<file path="config.mk">
export PLATFORM = sky130hd
export DESIGN_NAME = fixed_mul_arbiter
export DESIGN_NICKNAME = d
export VERILOG_FILES = /design/src/rtl/fixed_mul_arbiter.sv
export SDC_FILE = /design/constraint.sdc
export NUM_CORES = 1
export LEC_CHECK = 0
export CAP_MARGIN = 0
export CORE_ASPECT_RATIO = 0.6
export CORE_UTILIZATION = 35
export DETAILED_ROUTE_END_ITERATION = 7
export GPL_TIMING_DRIVEN = 0
export PLACE_DENSITY_LB_ADDON = 0.05
export SETUP_SLACK_MARGIN = 0.2
export SLEW_MARGIN = 20
export SYNTH_ARGS = -nofsm -noshare
export SYNTH_HDL_FRONTEND = slang
export SYNTH_SLANG_ARGS = --single-unit
</file>
<file path="constraint.sdc">
create_clock -name clk -period 10.65 [get_ports clk]
set_input_delay 1.5975 -clock clk [delete_from_list [all_inputs] [get_ports clk]]
set_output_delay 1.5975 -clock clk [all_outputs]
set_load 0.02 [all_outputs]
</file>
<file path="src/rtl/fixed_mul_arbiter.sv">
// Round-robin front end that shares one pipelined Q4.28 multiplier among NREQ requesters.
// A tag FIFO records the owner of every in-flight product, so responses are routed without knowing the multiplier latency.
module fixed_mul_arbiter #(
  parameter int WIDTH     = 32,
  parameter int FRAC      = 28,
  parameter int NREQ      = 4,
  parameter int TAG_DEPTH = 8
) (
  input  logic                  clk,
  input  logic                  rst,
  input  logic [NREQ-1:0]       req_valid,
  output logic [NREQ-1:0]       req_ready,
  input  logic [NREQ*WIDTH-1:0] req_a,
  input  logic [NREQ*WIDTH-1:0] req_b,
  output logic [NREQ-1:0]       rsp_valid,
  output logic [WIDTH-1:0]      rsp_result,
  output logic [WIDTH-1:0]      mul_a,
  output logic [WIDTH-1:0]      mul_b,
  output logic                  mul_valid_in,
  input  logic [WIDTH-1:0]      mul_result,
  input  logic                  mul_valid_out,
  output logic                  busy,
  output logic                  err_orphan
);
  localparam int RRW = $clog2(NREQ);
  localparam int PW  = $clog2(TAG_DEPTH);
  localparam int CW  = PW + 1;

  if (NREQ < 2 || NREQ > 8) begin : g_bad_nreq
    $error("fixed_mul_arbiter: NREQ must be in 2..8");
  end
  if (TAG_DEPTH < 2 || (TAG_DEPTH & (TAG_DEPTH - 1)) != 0) begin : g_bad_depth
    $error("fixed_mul_arbiter: TAG_DEPTH must be a power of 2 and at least 2");
  end
  if (FRAC < 0 || FRAC >= WIDTH) begin : g_bad_frac
    $error("fixed_mul_arbiter: FRAC must lie inside WIDTH");
  end

  logic [RRW-1:0]   rr;
  logic [RRW-1:0]   rr_next;
  logic [RRW-1:0]   grant_idx;
  logic [NREQ-1:0]  grant;
  logic             issue;
  logic             pop;
  logic             orphan;
  logic             fifo_full;
  logic [CW-1:0]    count;
  logic [PW-1:0]    wr_ptr;
  logic [PW-1:0]    rd_ptr;
  logic [RRW-1:0]   tag_mem [TAG_DEPTH];
  logic [RRW-1:0]   head_tag;
  logic [NREQ-1:0]  head_onehot;
  logic [WIDTH-1:0] sel_a;
  logic [WIDTH-1:0] sel_b;

  // Full is judged on the registered count alone, so a pop never frees a slot in the same cycle.
  assign fifo_full = (count == CW'(TAG_DEPTH));

  // Scanning from the far end lets the candidate nearest rr overwrite the others.
  always_comb begin : grant_search
    int             idx;
    logic [RRW-1:0] cand;
    grant     = '0;
    grant_idx = '0;
    idx       = 0;
    cand      = '0;
    if (!fifo_full && !rst) begin
      for (int k = NREQ - 1; k >= 0; k--) begin
        idx = int'(rr) + k;
        if (idx >= NREQ) idx = idx - NREQ;
        cand = RRW'(idx);
        if (req_valid[cand]) begin
          grant       = '0;
          grant[cand] = 1'b1;
          grant_idx   = cand;
        end
      end
    end
  end

  assign req_ready = grant;
  assign issue     = |grant;
  assign sel_a     = req_a[int'(grant_idx)*WIDTH +: WIDTH];
  assign sel_b     = req_b[int'(grant_idx)*WIDTH +: WIDTH];
  assign rr_next   = (int'(grant_idx) == NREQ - 1) ? '0 : grant_idx + 1'b1;

  assign pop      = mul_valid_out & (count != '0);
  assign orphan   = mul_valid_out & (count == '0);
  assign head_tag = tag_mem[rd_ptr];

  always_comb begin
    head_onehot = '0;
    for (int i = 0; i < NREQ; i++) begin
      head_onehot[i] = (head_tag == RRW'(i));
    end
  end

  always_ff @(posedge clk) begin
    if (issue) tag_mem[wr_ptr] <= grant_idx;
  end

  always_ff @(posedge clk or posedge rst) begin
    if (rst) begin
      rr           <= '0;
      wr_ptr       <= '0;
      rd_ptr       <= '0;
      count        <= '0;
      mul_a        <= '0;
      mul_b        <= '0;
      mul_valid_in <= 1'b0;
      rsp_valid    <= '0;
      rsp_result   <= '0;
      err_orphan   <= 1'b0;
    end else begin
      mul_valid_in <= issue;
      if (issue) begin
        rr     <= rr_next;
        mul_a  <= sel_a;
        mul_b  <= sel_b;
        wr_ptr <= wr_ptr + 1'b1;
      end
      rsp_valid <= pop ? head_onehot : '0;
      if (pop) begin
        rd_ptr     <= rd_ptr + 1'b1;
        rsp_result <= mul_result;
      end
      case ({issue, pop})
        2'b10:   count <= count + 1'b1;
        2'b01:   count <= count - 1'b1;
        default: count <= count;
      endcase
      if (orphan) err_orphan <= 1'b1;
    end
  end

  assign busy = (count != '0) | mul_valid_in;

endmodule

</file>
=== Yosys cells after proc, flatten, opt, wreduce, memory -nomap -nowiden ===
Memories as Yosys holds them, arrays and structs flattened.
Index checks and enable logic that the tools add are counted.

* Eq/ne operators: 7
* Bitwise operators: 3
* Reductions and logical operators: 12
* Multiplexer cells: 39
* Shift-type cells: 2
* $lt $le $gt $ge: 12
* $add $sub $neg: 12

{| class="wikitable"
|+ Operator list
! operator !! number
|-
| indexed part select 128 x 8 -> 32 bit || 2
|-
| two-way mux 2 bit || 14
|-
| two-way mux 4 bit || 6
|-
| less-than comparator 2 x 3 -> 1 bit (second input constant) || 4
|-
| two-way mux 1 bit || 10
|-
| greater-or-equal comparator 3 bit (second input constant) || 3
|-
| binary-select mux 1 bit (select 2 bit) || 4
|-
| demux 1 bit (select 2 bit) || 4
|-
| greater-or-equal comparator 2 x 1 -> 1 bit (second input constant) || 4
|-
| case mux 4 bit (2 select lines) || 1
|-
| subtractor 2 x 1 -> 2 bit (second input constant) || 4
|-
| adder 2 x 2 -> 3 bit (second input constant) || 2
|-
| adder 3 x 1 -> 3 bit (second input constant) || 2
|-
| equality test 2 x 1 -> 1 bit (second input constant) || 3
|-
| equality test 2 bit (second input constant) || 3
|-
| logical AND 1 bit || 5
|-
| adder 4 x 1 -> 4 bit (second input constant) || 1
|-
| equality test 4 bit (second input constant) || 1
|-
| logical NOT 4 bit || 1
|-
| nonzero test 4 bit || 1
|-
| OR reduction 4 bit || 1
|-
| subtractor 4 x 1 -> 4 bit (second input constant) || 1
|-
| adder 2 x 1 -> 3 bit (second input constant) || 1
|-
| greater-or-equal comparator 2 x 3 -> 1 bit (second input constant) || 1
|-
| 6 further kinds || 8
|}

* Logic and storage cells: 98
* RAM bits: 16
* Output and inout port bits: 107
* Register bits: 114
* Memories: 1
* Bits of input ports: 295

{| class="wikitable"
|+ Memory list
! memory !! words !! width !! rd ports !! clocked after memory_dff !! wr ports !! line !! text
|-
| tag_mem || 8 || 2 || 1 || 0 || 1 || 50 || <nowiki>logic [RRW-1:0] tag_mem [TAG_DEPTH];</nowiki>
|}

=== Depth between registers and ports, before layout ===
Gate-level depths: netlist of the first run.

* Word-level depth: 16
* Mapped depth: 18

=== Worst setup path after synthesis of the first run ===
OpenSTA, ideal clock, no wires.

* Path kind: input -> register
* Start: in req_valid[1]
* End: reg count[3]
* Path buffers: 4
* Setup time: 0.125 ns
* Path slack: 5.795 ns
* Cell stages on the path: 16
* Arrival: 4.729 ns
* Path through: clkbuf_1 > mux4_2 > buf_2 > nand2b_1 > and3_1 > a221o_1 > nor4_4 > buf_4 > buf_4 > ha_1 > ha_1 > a21o_1 > a21oi_1 > xnor2_1 > nor2_1 > xor2_1

* Longest elaborated chain between the ends: 10

{| class="wikitable"
|+ Ends and longest elaborated chain
! element !! line !! text
|-
| from (decl) || 11 || <nowiki>input logic [NREQ-1:0] req_valid,</nowiki>
|-
| binary-select mux 1 bit (select 2 bit) || 72 || <nowiki>if (req_valid[cand]) begin</nowiki>
|-
| two-way mux 1 bit (implied by the code) || 72 ||
|-
| two-way mux 4 bit (3 in a row) || 72 ||
|-
| two-way mux 4 bit (*) || 72 ||
|-
| two-way mux 4 bit (*) || 67 || <nowiki>if (!fifo_full && !rst) begin</nowiki>
|-
| via req_ready[3] || 12 || <nowiki>output logic [NREQ-1:0] req_ready,</nowiki>
|-
| OR reduction 4 bit (*) || 82 || <nowiki>assign issue = |grant;</nowiki>
|-
| equality test 2 x 1 -> 1 bit or equality test 2 bit (tied branches) || 127 || <nowiki>case ({issue, pop})</nowiki>
|-
| case mux 4 bit (2 select lines) or nonzero test 2 bit (tied branches) || - ||
|-
| to (signal assigned) || 128 || <nowiki>2'b10: count <= count + 1'b1;</nowiki>
|-
| to (signal assigned) || 129 || <nowiki>2'b01: count <= count - 1'b1;</nowiki>
|-
| to (signal assigned) || 130 || <nowiki>default: count <= count;</nowiki>
|-
| to (decl) || 47 || <nowiki>logic [CW-1:0] count;</nowiki>
|}

Mark *: on every way through the listed nets, which the timed path passes. The rest lies on a longest branch. The select of a mux whose other input is x is not followed.
A chain may end at the register's enable or synchronous reset.

=== Final worst setup path of the first run ===
* Start: in req_valid[0]
* End: out req_ready[0]

* Longest elaborated chain between the ends: 7

{| class="wikitable"
|+ Ends and longest elaborated chain
! element !! line
|-
| binary-select mux 1 bit (select 2 bit) || 72
|-
| two-way mux 1 bit (implied by the code) || 72
|-
| two-way mux 4 bit (3 in a row) || 72
|-
| two-way mux 4 bit (*) || 72
|-
| two-way mux 4 bit (*) || 67
|-
| to (decl) || 12
|}

Every way passes the cells marked *; elsewhere a longest branch is shown, timed or not. The select of a mux whose other input is x is not followed.

==> flow_metrics.tcl, run 1 <==
set metrics [dict create \
    outcome "finished with violations" \
    violations "DRC" \
    first_iter_violations 264 \
    comb_power_share_pct 57.7 \
    synth_ff_type "dfrtp_1" \
    cp_max_fo 10 \
    synth_top_area_share_pct 37.36 \
    synth_fp_nets 968 \
    cp_data_required_time_ns 9.05 \
    drive_gt1_share_pct 12.19 \
    drtPass1Iterations 6 \
    cts_buffer_depth 2 \
    cts_tree "done" \
    fin_ws_ns 4.888 \
    p_seq_share_pct 24.6 \
    met1_usage_pct 29.68 \
    cp-end-kind "output pin" \
    relSlewSlack_pct 43.89 \
    die_w_um 192.7 \
    core.rowCount 41 \
    synth_edf_count 16 \
    grt_pass1_wl_mm 37.74 \
    finalSetupTns_ns 0 \
    routedWlPerCell_um 18.78 \
    final.period_utilization_pct 54.11 \
    pin_count 402 \
    p_clk_share_pct 17.7 \
    worst_pin_slew_ns 0.8416 \
    cts_num_sinks 130 \
    min_period_ns 5.762 \
    cts_made_buffers 17 \
    crit_type "in -> out" \
    setup_viol 0 \
    ys_ff_latch 130 \
    antenna_found_initial 0 \
    root_buffer "clkbuf_16" \
    fmax_mhz 173.5 \
    slew_violations 0 \
    dp_hpwl_mm 20.38 \
    ys_seq_area_share_pct 43.66 \
    grt.met2_usage_pct 37.04 \
    rsz0062_at_grt "no" \
    io_buffers 400 \
    yosysWarnings 0 \
    syn_area_mm2 0.007635 \
    worstSetupStartpointType "primary input" \
    path_clk_slew_ns 0.07 \
    vdd_ir_drop_max_mv 0.1263 \
    vias_per_cell 4.743 \
    maxCapViolCount 0 \
    leakage_nw 5.166 \
    start_util_pct 36.04 \
    finClkSkew_ns 0.01836 \
    postPlaceCellArea_mm2 0.01202 \
    synthArstFlopShare_pct 87.69 \
    hold_violations 0 \
    post-place-ws_ns 4.883 \
    power.switching_mw 1.332 \
    drt.antenna.violating_nets 0 \
    place_congestion 0.8491 \
    insertion_delay_ns 0.42 \
    synthTopCellsByArea "dfrtp_1 (37%), mux2i_1 (26%), mux2_2 (9.3%)" \
    synthesis.area_per_instance_um2 11.60 \
    cts-resized-gates 0 \
    final_area_mm2 0.01263 \
    crit_slowest_cell "clkdlybuf4s50_1" \
    die_h_um 116.4 \
    route.vias.total 6503 \
    ctsHoldBuffers 0 \
    crit_chain "clkdlybuf4s50_1 > mux4_2 > buf_2 > nand3b_1 > a21oi_1 > a221o_1 > clkdlybuf4s50_1" \
    intPower_mw 2.113 \
    grt_pass1_vias 6585 \
    busiest_layer "met2" \
    p_per_area_mw_per_mm2 272.7 \
    grt_max_degree 60 \
    arrival_ns 4.16 \
    finalNetCount 1388 \
    grt_util_all_layers_pct 22.69 \
    dieArea_mm2 0.02243 \
    synth_top_cell_by_area "dfrtp_1" \
    core_mm2 0.02119 \
    critPathMaxStageDelay_ns 0.66 \
    min_path_type "reg -> reg" \
    n_fill_cell 1834 \
    overflow 0 \
    ys_types 40 \
    drc 54 \
    post-cts-setup-buffer-count 0 \
    wirelength_mm 25.75 \
    synthCells 658 \
    swShare_pct 38.67 \
    syn_to_final_growth_pct 65.45 \
    path_common_cell "clkdlybuf4s50_1" \
    total_power_mw 3.445 \
    h-tree-depth 4 \
    grtUsageMet3_pct 6.581 \
]
-- area by class of cell --
cell class                 count  area, um2  share of cell area (%)
sequential                   130       3333                   26.39
clock inverter                12      141.4                   1.119
tap                          279      349.1                   2.763
clock buffer                  20      467.9                   3.704
timing repair buffer         401       4031                   31.91
inverter                       9      38.79                  0.3071
antenna                        1      2.502                 0.01981
buffer                        44      214.0                   1.694
multi-input combinational    475       4054                   32.09
-- final timing paths --
path	start	endpoint	slack, ns	depth (start not counted)
min in group asynchronous	rst	mul_valid_in$_DFF_PP0_	1.68	2
max	req_valid[0]	req_ready[0]	4.89	7
max in group asynchronous	rst	mul_b[30]$_DFFE_PP0P_	8.25	3
max reg2reg	rr[1]$_DFFE_PP0P_	count[3]$_DFFE_PP0P_	5.87	18
min reg2reg	err_orphan$_DFFE_PP0P_	err_orphan$_DFFE_PP0P_	0.46	1
min	err_orphan$_DFFE_PP0P_	err_orphan$_DFFE_PP0P_	0.46	1
-- layer usage --
| layer | part of all wire (%) | vias up |
|---|---|---|
| met2 | 48 | 190 |
| met5 | 0 | - |
| met4 | 0.99 | 0 |
| li1 | - | 3191 |
| met3 | 7.3 | 17 |
| met1 | 44 | 3105 |
-- cell usage after synthesis, drive strengths merged (2+ instances only) --
master and n:
a21oi 6, nor4b 3, buf 36, nand3b 4
mux4 6, nand2 111, nor4 4, and3 8
inv 9, o22ai 2, edfxtp 16, a21o 2
dfrtp 114, a221o 4, clkbuf 8, ha 14
nor4bb 2, xor2 2, xnor2 6, nand2b 7
mux2 72, nor2 10, mux2i 200, o21ai 2
-- cell usage in the layout (no fill, tap or decap), types with 3 or more instances in the layout --
cell and n:
clkbuf_16 18, mux2_1 9, a221o_1 4, and3_1 8
nand2_1 111, mux2_2 63, inv_1 7, xnor2_1 6
ha_1 14, clkbuf_1 9, buf_1 8, nor4b_1 3
buf_2 24, nand2b_1 7, dfrtp_1 114, nand3b_1 4
mux2i_1 200, nor4_1 3, edfxtp_1 16, nor2_1 10
a21oi_1 6, mux4_2 6, clkdlybuf4s50_1 400, buf_4 3
inv_6 6
-- sequential cells by signal, indices dropped and copies added (netlist names) --
signal / flops
rsp_result: 32
rd_ptr: 3
mul_a: 32
count: 4
wr_ptr: 3
rr: 2
mul_b: 32
tag_mem: 16
rsp_valid: 4
err_orphan: 1
mul_valid_in: 1
-- metrics by stage --
stage	hold slack (ns)	utilization, %	std cells
after floorplan	0.4852	-	658
after global placement	0.4379	56.58	1337
after detailed placement	0.4442	56.74	1338
after CTS	0.4601	59.61	1370
after global routing	0.4842	59.61	1370
final	0.4609	59.62	1371
-- critical path, delay by kind of cell --
| family | cells | cell delay, ns |
|---|---|---|
| buf+inv | 3 | 1.40 |
| mux | 1 | 0.55 |
| compound gates | 2 | 0.45 |
| simple gates | 1 | 0.16 |
-- kinds of logic after synthesis --
family | synth area share (%)
DFF | 43.66
and+or+nand+nor | 8.866
AOI/OAI and AO/OA | 2.147
muxes | 38.61
adders and majority gates | 2.557
xor gates and xnor gates | 0.9178
buffers and inverters | 3.245
-- power by group through the flow --
stage                     sequential [mW]  combinational, mW  clock [mW]
after floorplan                      1.05               1.04           0
after global placement              0.847               1.99           0
after detailed placement            0.852               2.00           0
after CTS                           0.849               2.01       0.623
after global routing                0.875               2.14       0.646
final                               0.849               1.99       0.609
Power figures use the tool's default switching activity.
==> run 2, diff against run 1 <==
Clock period 10.65 ns to 4.9 ns, I/O delays scaled along.
==> run 2 against run 1 <==
Sequential share of layout area barely moved; largest power group unchanged; highest routed layer unchanged; global-route usage about the same; the run still ends with DRC left; sequential cell count did not move.
==> flow_metrics.tcl, run 2 (synthesis gave the netlist of run 1 again) <==
set metrics [dict create \
    outcome "finished with violations" \
    violations "DRC" \
    cp-end-kind "flip-flop" \
    worst_pin_slew_ns 0.8407 \
    setup_viol 0 \
    p_per_area_mw_per_mm2 594.0 \
    path_clk_slew_ns 0.07 \
    hold_end "err_orphan$_DFFE_PP0P_" \
    power.switching_mw 2.904 \
    grt_max_degree 60 \
    reg.largest.list "mul_a (32), mul_b (32), rsp_result (32)" \
    vdd_ir_drop_max_mv 0.2757 \
    routedWlPerCell_um 18.77 \
    cts_buffer_depth 2 \
    p_seq_share_pct 24.6 \
    hold_violations 0 \
    leakage_nw 5.174 \
    antenna_found_initial 0 \
    rrSetupSlack_ns 0.51 \
    root_buffer "clkbuf_16" \
    crit_start "rr[1]$_DFFE_PP0P_" \
    swShare_pct 38.66 \
    syn_to_final_growth_pct 65.60 \
    layout_commonest_cell "clkdlybuf4s50_1" \
    die_h_um 116.4 \
    min_path_type "reg -> reg" \
    whs_ns 0.4611 \
    drtPass1Iterations 6 \
    cts_made_buffers 17 \
    drt.antenna.violating_nets 0 \
    cts_num_sinks 130 \
    min_period_ns 4.392 \
    finalNetCount 1389 \
    reg2reg_depth 18 \
    grt_pass1_vias 6581 \
    cp_data_required_time_ns 5.21 \
    drive_gt1_share_pct 12.36 \
    grt_util_all_layers_pct 22.72 \
    comb_power_share_pct 57.8 \
    final_area_mm2 0.01264 \
    dieArea_mm2 0.02243 \
    layout_common_cells "clkdlybuf4s50_1 (400), mux2i_1 (200), dfrtp_1 (114), nand2_1 (111), mux2_2 (63)" \
    multiInputGateArea_mm2 0.004054 \
    final.period_utilization_pct 89.63 \
    crit_type "reg -> reg" \
    n_fill_cell 1833 \
    wirelength_mm 25.76 \
    finClkSkew_ns 0.01886 \
    place_congestion 0.8491 \
    insertion_delay_ns 0.42 \
    drc 54 \
    h-tree-depth 4 \
    rr_endpoint "count[3]$_DFFE_PP0P_" \
    maxCapViolCount 0 \
    r2r-start "rr[1]$_DFFE_PP0P_" \
    postPlaceCellArea_mm2 0.01202 \
    hold_start "err_orphan$_DFFE_PP0P_" \
    holdPathStages 1 \
    intPower_mw 4.606 \
    vias_per_cell 4.740 \
    die_w_um 192.7 \
    p_clk_share_pct 17.6 \
    core.rowCount 41 \
    dp_hpwl_mm 20.38 \
    relSlewSlack_pct 43.95 \
    arrival_ns 4.70 \
    core_mm2 0.02119 \
    cts_tree "done" \
    seq_area_mm2 0.003333 \
    worstSetupStartpointType "flip-flop" \
    start_util_pct 36.04 \
    overflow 0 \
    grt_pass1_wl_mm 37.78 \
    slew_violations 0 \
    fmax_mhz 227.7 \
    pin_count 402 \
    cp_max_fo 10 \
    io_buffers 400 \
    first_iter_violations 274 \
    route.vias.total 6503 \
    rsz0062_at_grt "no" \
]
==> run 2: changes by cell type in the layout (fill, tap and decap cells not counted) <==
cell / delta
buf_2: -1
buf_4: +1
clkbuf_1: -1
clkbuf_2: +1
clkbuf_4: +1
==> run 2: layout make-up <==
cell class	instances	area share, %
Timing Repair Buffer	402	31.94
Multi-Input combinational cell	475	32.06
Buffer	44	1.722
Inverter	9	0.3068
Sequential cell	130	26.36
Clock buffer	20	3.701
Clock inverter	12	1.118
Antenna cell	1	0.01979
Tap cell	279	2.761
==> run 2: per-stage QoR <==
step                      setup WS (ns)  cells  util [%]  power, mW  setup TNS, ns
final                            0.5081   1372     59.68      7.510              0
after global routing             0.2194   1371     59.66      7.980              0
after CTS                        0.3455   1371     59.65      7.590              0
after detailed placement      -0.004628   1338     56.74      6.205      -0.004628
after global placement          -0.9507   1337     56.58      6.167        -106.36
after floorplan                  0.7500    658         -      4.542              0
==> run 2: repair_timing <==
action,CTS,global route
buffers inserted,1,0
endpoints found under the setup margin,1,2
pin swaps,1,0
hold buffers,0,0
resized for setup,0,3
endpoints found under the hold margin,0,0
cloned,0,0
==> run 2: worst max-delay path by stage <==
| stage | end |
|---|---|
| CTS | count[3]$_DFFE_PP0P_ |
| finish | count[3]$_DFFE_PP0P_ |
| global placement | mul_a[7]$_DFFE_PP0P_ |
| detailed placement | count[3]$_DFFE_PP0P_ |
| floorplan | count[3]$_DFFE_PP0P_ |
| global route | count[3]$_DFFE_PP0P_ |
==> run 2: worst max-delay path, cell delays in order, from the launching register on <==
cell      delay (ns)
dfrtp_1         0.42
clkbuf_4        0.24
inv_1           0.12
ha_1            0.29
clkbuf_2        0.20
mux2_2          0.35
nand2_1         0.10
o22ai_1         0.14
a221o_1         0.44
nor4_4          0.38
buf_4           0.26
buf_4           0.21
ha_1            0.22
ha_1            0.24
a21o_1          0.17
a21oi_1         0.16
xnor2_1         0.13
nor2_1          0.06
xor2_1          0.14
==> run 2: metal layers <==
metal	track usage, %	wire length [um]	vias up
met1	29.85	11240	3094
met4	5.564	283	0
met2	36.94	12280	197
met3	6.581	1956	20
li1	-	-	3192
met5	0	0	-
==> run 2: power by group through the flow <==
stage	clock [mW]	sequential, mW	combinational (mW)
2_1_floorplan	0	2.28	2.26
3_3_place_gp	0	1.84	4.33
3_5_place_dp	0	1.85	4.35
4_1_cts	1.35	1.85	4.39
5_1_grt	1.40	1.90	4.68
6_report	1.32	1.84	4.34
